--- config.mk ---
export PLATFORM = sky130hd
export DESIGN_NAME = fifo_drain_ctrl
export DESIGN_NICKNAME = d
export VERILOG_FILES = /design/src/rtl/fifo_pkg.sv /design/src/rtl/fifo_rd_skid.sv /design/src/rtl/fifo_drain_ctrl.sv
export SDC_FILE = /design/constraint.sdc
export NUM_CORES = 1
export LEC_CHECK = 0
export ABC_AREA = 1
export CAP_MARGIN = 20
export CORE_UTILIZATION = 45
export DETAILED_ROUTE_END_ITERATION = 7
export MAX_ROUTING_LAYER = met4
export PLACE_DENSITY = 0.7
export SYNTH_ARGS = -nofsm -noshare
export SYNTH_HDL_FRONTEND = slang
export SYNTH_HIERARCHICAL = 1
export SYNTH_SLANG_ARGS = --single-unit
--- constraint.sdc ---
create_clock -name clk -period 3.42 [get_ports clk]
set_input_delay 0.684 -clock clk [delete_from_list [all_inputs] [get_ports clk]]
set_output_delay 0.684 -clock clk [all_outputs]
set_load 0.03 [all_outputs]
--- src/rtl/fifo_pkg.sv ---
// Shared types for the FIFO read-side skid buffer: depth, pointer and occupancy types.
package fifo_pkg;

    localparam int SKID_DEPTH = 3;

    typedef logic [1:0] skid_ptr_t;
    typedef logic [1:0] skid_occ_t;

    // Pointers cycle 0 -> 1 -> 2 -> 0; value 3 never occurs.
    function automatic skid_ptr_t skid_ptr_inc(input skid_ptr_t ptr);
        return (ptr == skid_ptr_t'(SKID_DEPTH - 1)) ? skid_ptr_t'(0) : ptr + skid_ptr_t'(1);
    endfunction

endpackage

--- src/rtl/fifo_rd_skid.sv ---
// Three-entry in-order skid buffer: push at tail, pop at head, clear empties it.
// Clear wins over a same-cycle push.
module fifo_rd_skid
    import fifo_pkg::*;
#(
    parameter int WIDTH = 8
) (
    input  logic             clk,
    input  logic             rst_n,
    input  logic             clear,
    input  logic             push,
    input  logic [WIDTH-1:0] push_data,
    input  logic             pop,
    output logic             valid,
    output logic [WIDTH-1:0] head_data,
    output skid_occ_t        occ
);

    skid_ptr_t head_reg, head_next;
    skid_ptr_t tail_reg, tail_next;
    skid_occ_t occ_reg, occ_next;
    logic      push_ok;

    logic [SKID_DEPTH-1:0][WIDTH-1:0] entry_data;

    assign push_ok = push && !clear;

    genvar gi;
    generate
        for (gi = 0; gi < SKID_DEPTH; gi++) begin : g_entry
            logic [WIDTH-1:0] entry_reg;

            always_ff @(posedge clk or negedge rst_n) begin
                if (!rst_n) begin
                    entry_reg <= '0;
                end else if (push_ok && (tail_reg == skid_ptr_t'(gi))) begin
                    entry_reg <= push_data;
                end
            end

            assign entry_data[gi] = entry_reg;
        end
    endgenerate

    always_comb begin
        head_next = head_reg;
        tail_next = tail_reg;
        occ_next  = occ_reg;
        if (clear) begin
            head_next = '0;
            tail_next = '0;
            occ_next  = '0;
        end else begin
            if (push_ok) begin
                tail_next = skid_ptr_inc(tail_reg);
            end
            if (pop) begin
                head_next = skid_ptr_inc(head_reg);
            end
            case ({push_ok, pop})
                2'b10:   occ_next = occ_reg + skid_occ_t'(1);
                2'b01:   occ_next = occ_reg - skid_occ_t'(1);
                default: occ_next = occ_reg;
            endcase
        end
    end

    always_ff @(posedge clk or negedge rst_n) begin
        if (!rst_n) begin
            head_reg <= '0;
            tail_reg <= '0;
            occ_reg  <= '0;
        end else begin
            head_reg <= head_next;
            tail_reg <= tail_next;
            occ_reg  <= occ_next;
        end
    end

    always_comb begin
        head_data = entry_data[0];
        case (head_reg)
            2'd1:    head_data = entry_data[1];
            2'd2:    head_data = entry_data[2];
            default: head_data = entry_data[0];
        endcase
    end

    assign valid = (occ_reg != '0);
    assign occ   = occ_reg;

endmodule

--- src/rtl/fifo_drain_ctrl.sv ---
// Read-side controller for fifo_queue: issues deq, captures data_out one cycle later,
// presents it as a valid/ready stream. Optional FIFO_DRAIN_CNT_EN adds drain_count.
module fifo_drain_ctrl
    import fifo_pkg::*;
#(
    parameter int WIDTH = 8,
    parameter int CNT_W = 16
) (
    input  logic             clk,
    input  logic             rst_n,
    input  logic             fifo_empty,
    input  logic [WIDTH-1:0] fifo_data,
    output logic             fifo_deq,
    input  logic             flush,
    output logic             m_valid,
    input  logic             m_ready,
    output logic [WIDTH-1:0] m_data
`ifdef FIFO_DRAIN_CNT_EN
    ,
    output logic [CNT_W-1:0] drain_count
`endif
);

    generate
        if (CNT_W < 1 || WIDTH < 1) begin : g_param_check
            $error("fifo_drain_ctrl: WIDTH and CNT_W must be at least 1");
        end
    endgenerate

    logic      pend_reg, pend_next;
    logic      drop_reg, drop_next;
    skid_occ_t occ;
    logic [2:0] inflight;
    logic      capture;
    logic      pop;

    // Words buffered plus the one on its way; capping this at the depth is what
    // keeps m_ready out of the deq path while still allowing 1 word/clk.
    assign inflight = {1'b0, occ} + {2'b00, pend_reg};
    assign fifo_deq = rst_n && !fifo_empty && !flush && (inflight < 3'(SKID_DEPTH));

    assign capture = pend_reg && !drop_reg;
    assign pop     = m_valid && m_ready;

    // The word arriving on a flush edge is discarded by the buffer clear; drop
    // covers any request still outstanding beyond that edge.
    always_comb begin
        pend_next = fifo_deq;
        drop_next = flush && (pend_reg || fifo_deq);
    end

    always_ff @(posedge clk or negedge rst_n) begin
        if (!rst_n) begin
            pend_reg <= 1'b0;
            drop_reg <= 1'b0;
        end else begin
            pend_reg <= pend_next;
            drop_reg <= drop_next;
        end
    end

    fifo_rd_skid #(
        .WIDTH (WIDTH)
    ) u_skid (
        .clk       (clk),
        .rst_n     (rst_n),
        .clear     (flush),
        .push      (capture),
        .push_data (fifo_data),
        .pop       (pop),
        .valid     (m_valid),
        .head_data (m_data),
        .occ       (occ)
    );

`ifdef FIFO_DRAIN_CNT_EN
    logic [CNT_W-1:0] cnt_reg;

    // Counts every handshake, including one in a flush cycle; only reset clears it.
    always_ff @(posedge clk or negedge rst_n) begin
        if (!rst_n) begin
            cnt_reg <= '0;
        end else if (pop) begin
            cnt_reg <= cnt_reg + CNT_W'(1);
        end
    end

    assign drain_count = cnt_reg;
`endif

endmodule

==> flow_metrics.env <==
export IMPL_worstSetupPathType="reg2out"
export IMPL_cts_resized=0
export IMPL_cts_made_buffers=5
export IMPL_netlist_area_leader_share_pct=48.4
export IMPL_grt_pass1_vias=1242
export IMPL_insertion_delay_ns=0.34
export IMPL_cpMaxStageDelayCell="clkdlybuf4s50_1"
export IMPL_clk_path_buf_depth=2
export IMPL_ys_async_sr_fraction_pct=100
export IMPL_synthCells=184
export IMPL_num_vias=1252
export IMPL_holdBufCountCts=0
export IMPL_hp_start="u_skid/g_entry[2].entry_reg[5]"
export IMPL_ff2ff_setup_slack_ns=1.99
export IMPL_finalCritPeriodShare_pct=90.3
export IMPL_crit_fanout=9
export IMPL_first_pass_iters=4
export IMPL_skew_ns=0.00937
export IMPL_post_dp_hpwl_um=2110
export IMPL_crit_chain="inv_1, ha_1, inv_1, a21oi_1, a21oi_1, clkdlybuf4s50_1"
export IMPL_finalSetupTns_ns=0
export IMPL_portBuffers=22
export IMPL_grt_max_degree=33
export IMPL_synth_cell_type_count=18
export IMPL_cts_max_level=2
export IMPL_drc=0
export IMPL_fmax_ghz=0.324
export IMPL_synthTopCellsByArea="dfrtp_1, o21ai_2, nand2_1"
export IMPL_post_cts_setup_buffers=0
export IMPL_start_util_pct=48.4
export IMPL_core_area_sq_um=3420
export IMPL_synth_area_leader_cell="dfrtp_1"
export IMPL_grt_overflow=0
export IMPL_required_ns=2.74
export IMPL_hold_path_class="reg2reg"
export IMPL_r2r_start="pend_reg"
export IMPL_worst_r2r_cell_count=7
export IMPL_ant_nets=0
export IMPL_hold_ws_ns=0.492
export IMPL_die_h_um=62.6
export IMPL_row_count=21
export IMPL_status="finished clean"
export IMPL_postSynthAreaPerCell_sq_um=8.98
export IMPL_rsz0062_at_grt="false"
export IMPL_startpoint="u_skid/head_reg[0]"
export IMPL_finalSetupViolations=0
export IMPL_drive_gt1_share_pct=20.2
export IMPL_viasPerCell=4.93
export IMPL_cap_viol_max_count=0
export IMPL_seq_area_frac_synth_pct=48.4
export IMPL_antenna_found_initial=0
export IMPL_power_leakage_nw=0.929
export IMPL_synth_commonest_cells="nand2_1, dfrtp_1, o21ai_2, inv_1, a21oi_1"
export IMPL_min_period_ns=3.09
export IMPL_areaGrowthSynthToFinish_pct=17.1
export IMPL_hold_depth=2
export IMPL_final_nets=226
export IMPL_synth_seq_cells=32
export IMPL_worst_path_largest_cell_delay_ns=0.69
export IMPL_gp_congestion=0.782
export IMPL_cts_root_buffer="clkbuf_4"
export IMPL_grt_pass1_wl_um=5490
export IMPL_die_width_um=62.6
export IMPL_clk_pin_slew_ns=0.10
export IMPL_powerDensity_nw_per_um2=659
export IMPL_drtIter0Drc=53
export IMPL_synth_main_ff_cell="dfrtp_1"
export IMPL_synth_edf_count=0
export IMPL_tightest_slew_ns=0.405
export IMPL_synthesis_area_sq_um=1650
export IMPL_pin_count=23
export IMPL_yosys_warnings=6
export IMPL_cts_sinks=32
export IMPL_routedWlPerCell_um=12.0
export IMPL_slew_viol_final=0
export IMPL_wl_um=3050
export IMPL_cts_tree="built"
export IMPL_largest_reg_flops=24
export IMPL_end_kind="output pin"
export IMPL_yosysMostFrequentCell="nand2_1"
export IMPL_syn_nets=202
export IMPL_slew_headroom_pct=73.0
export IMPL_peakVddDrop_mv=0.331
export IMPL_utilization_pct=56.7
export IMPL_start_kind="flop"
export IMPL_n_antenna_cell=0
export IMPL_finalHoldViolCount=0
export IMPL_cp_data_arrival_time_ns=2.40
export IMPL_grtUsageTotal_pct=19.1
export IMPL_dieArea_sq_um=3920
placed cells by master, fill, tap and decap left out, types with 2 or more instances in the layout:
| cell | n |
|---|---|
| buf_4 | 2 |
| nand3_1 | 4 |
| clkbuf_4 | 5 |
| o21ai_0 | 3 |
| nand2_1 | 46 |
| o21ai_2 | 24 |
| inv_2 | 2 |
| nand4_1 | 2 |
| nor2_1 | 14 |
| ha_1 | 5 |
| inv_1 | 21 |
| nand3_4 | 3 |
| nand2_2 | 4 |
| clkdlybuf4s50_1 | 21 |
| dfrtp_1 | 32 |
| a21oi_1 | 16 |
worst paths after layout:
kind	end
min in group asynchronous	u_skid/g_entry[2].entry_reg[5]
max in group asynchronous	u_skid/head_reg[1]
min	u_skid/g_entry[2].entry_reg[5]
max reg2reg	u_skid/g_entry[2].entry_reg[0]
max	m_data[4]
min reg2reg	u_skid/g_entry[2].entry_reg[5]
layout make-up:
class / count / area (sq um)
Fill cell: 328 / 1480
Sequential cell: 32 / 801
Multi-Input combinational cell: 123 / 719
Timing Repair Buffer: 23 / 225
Inverter: 23 / 86.3
Tap cell: 46 / 57.6
Clock buffer: 6 / 41.3
Clock inverter: 1 / 5.00
cell families (layout without fill, tap and decap cells):
family | after synthesis | count (layout) | synth area share (%)
simple gates | 74 | 74 | 21.0
compound gates | 44 | 44 | 18.8
flops | 32 | 32 | 48.4
buf+inv | 29 | 53 | 8.02
fa+ha+maj | 5 | 5 | 3.79
power by group:
group | internal (W) | total [W] | switching, W
combinational | 0.000233 | 0.000580 | 0.000347
clock | 0.0000755 | 0.000202 | 0.000127
sequential | 0.000445 | 0.000492 | 0.0000466
worst max-delay path: cells and delay by family (launching register included):
kind                     cells  cell delay [ns]
adder cells (fa/ha/maj)      1             0.43
flip-flops                   1             0.36
AO/OA/AOI/OAI                2             0.23
buffers and inverters        3             1.04
metal layers:
layer	share of wire [%]	vias up	global-route usage, %	routed length [um]
li1	-	641	-	-
met1	48	580	22.6	1470
met2	46	23	30.2	1400
met3	3.2	8	3.83	97
met4	2.8	0	11.3	85
met5	0	-	-	0
per-stage QoR:
stage | instances | area (sq um) | total power, W | setup WS, ns
detailed placement | 247 | 1890 | 0.00108 | 0.699
floorplan | 184 | 1650 | 0.000872 | 1.22
CTS | 254 | 1940 | 0.00129 | 0.306
global route | 254 | 1940 | 0.00137 | 0.177
global placement | 247 | 1890 | 0.00107 | 0.751
finish | 254 | 1940 | 0.00127 | 0.333
(Power assumes the default switching activity.)
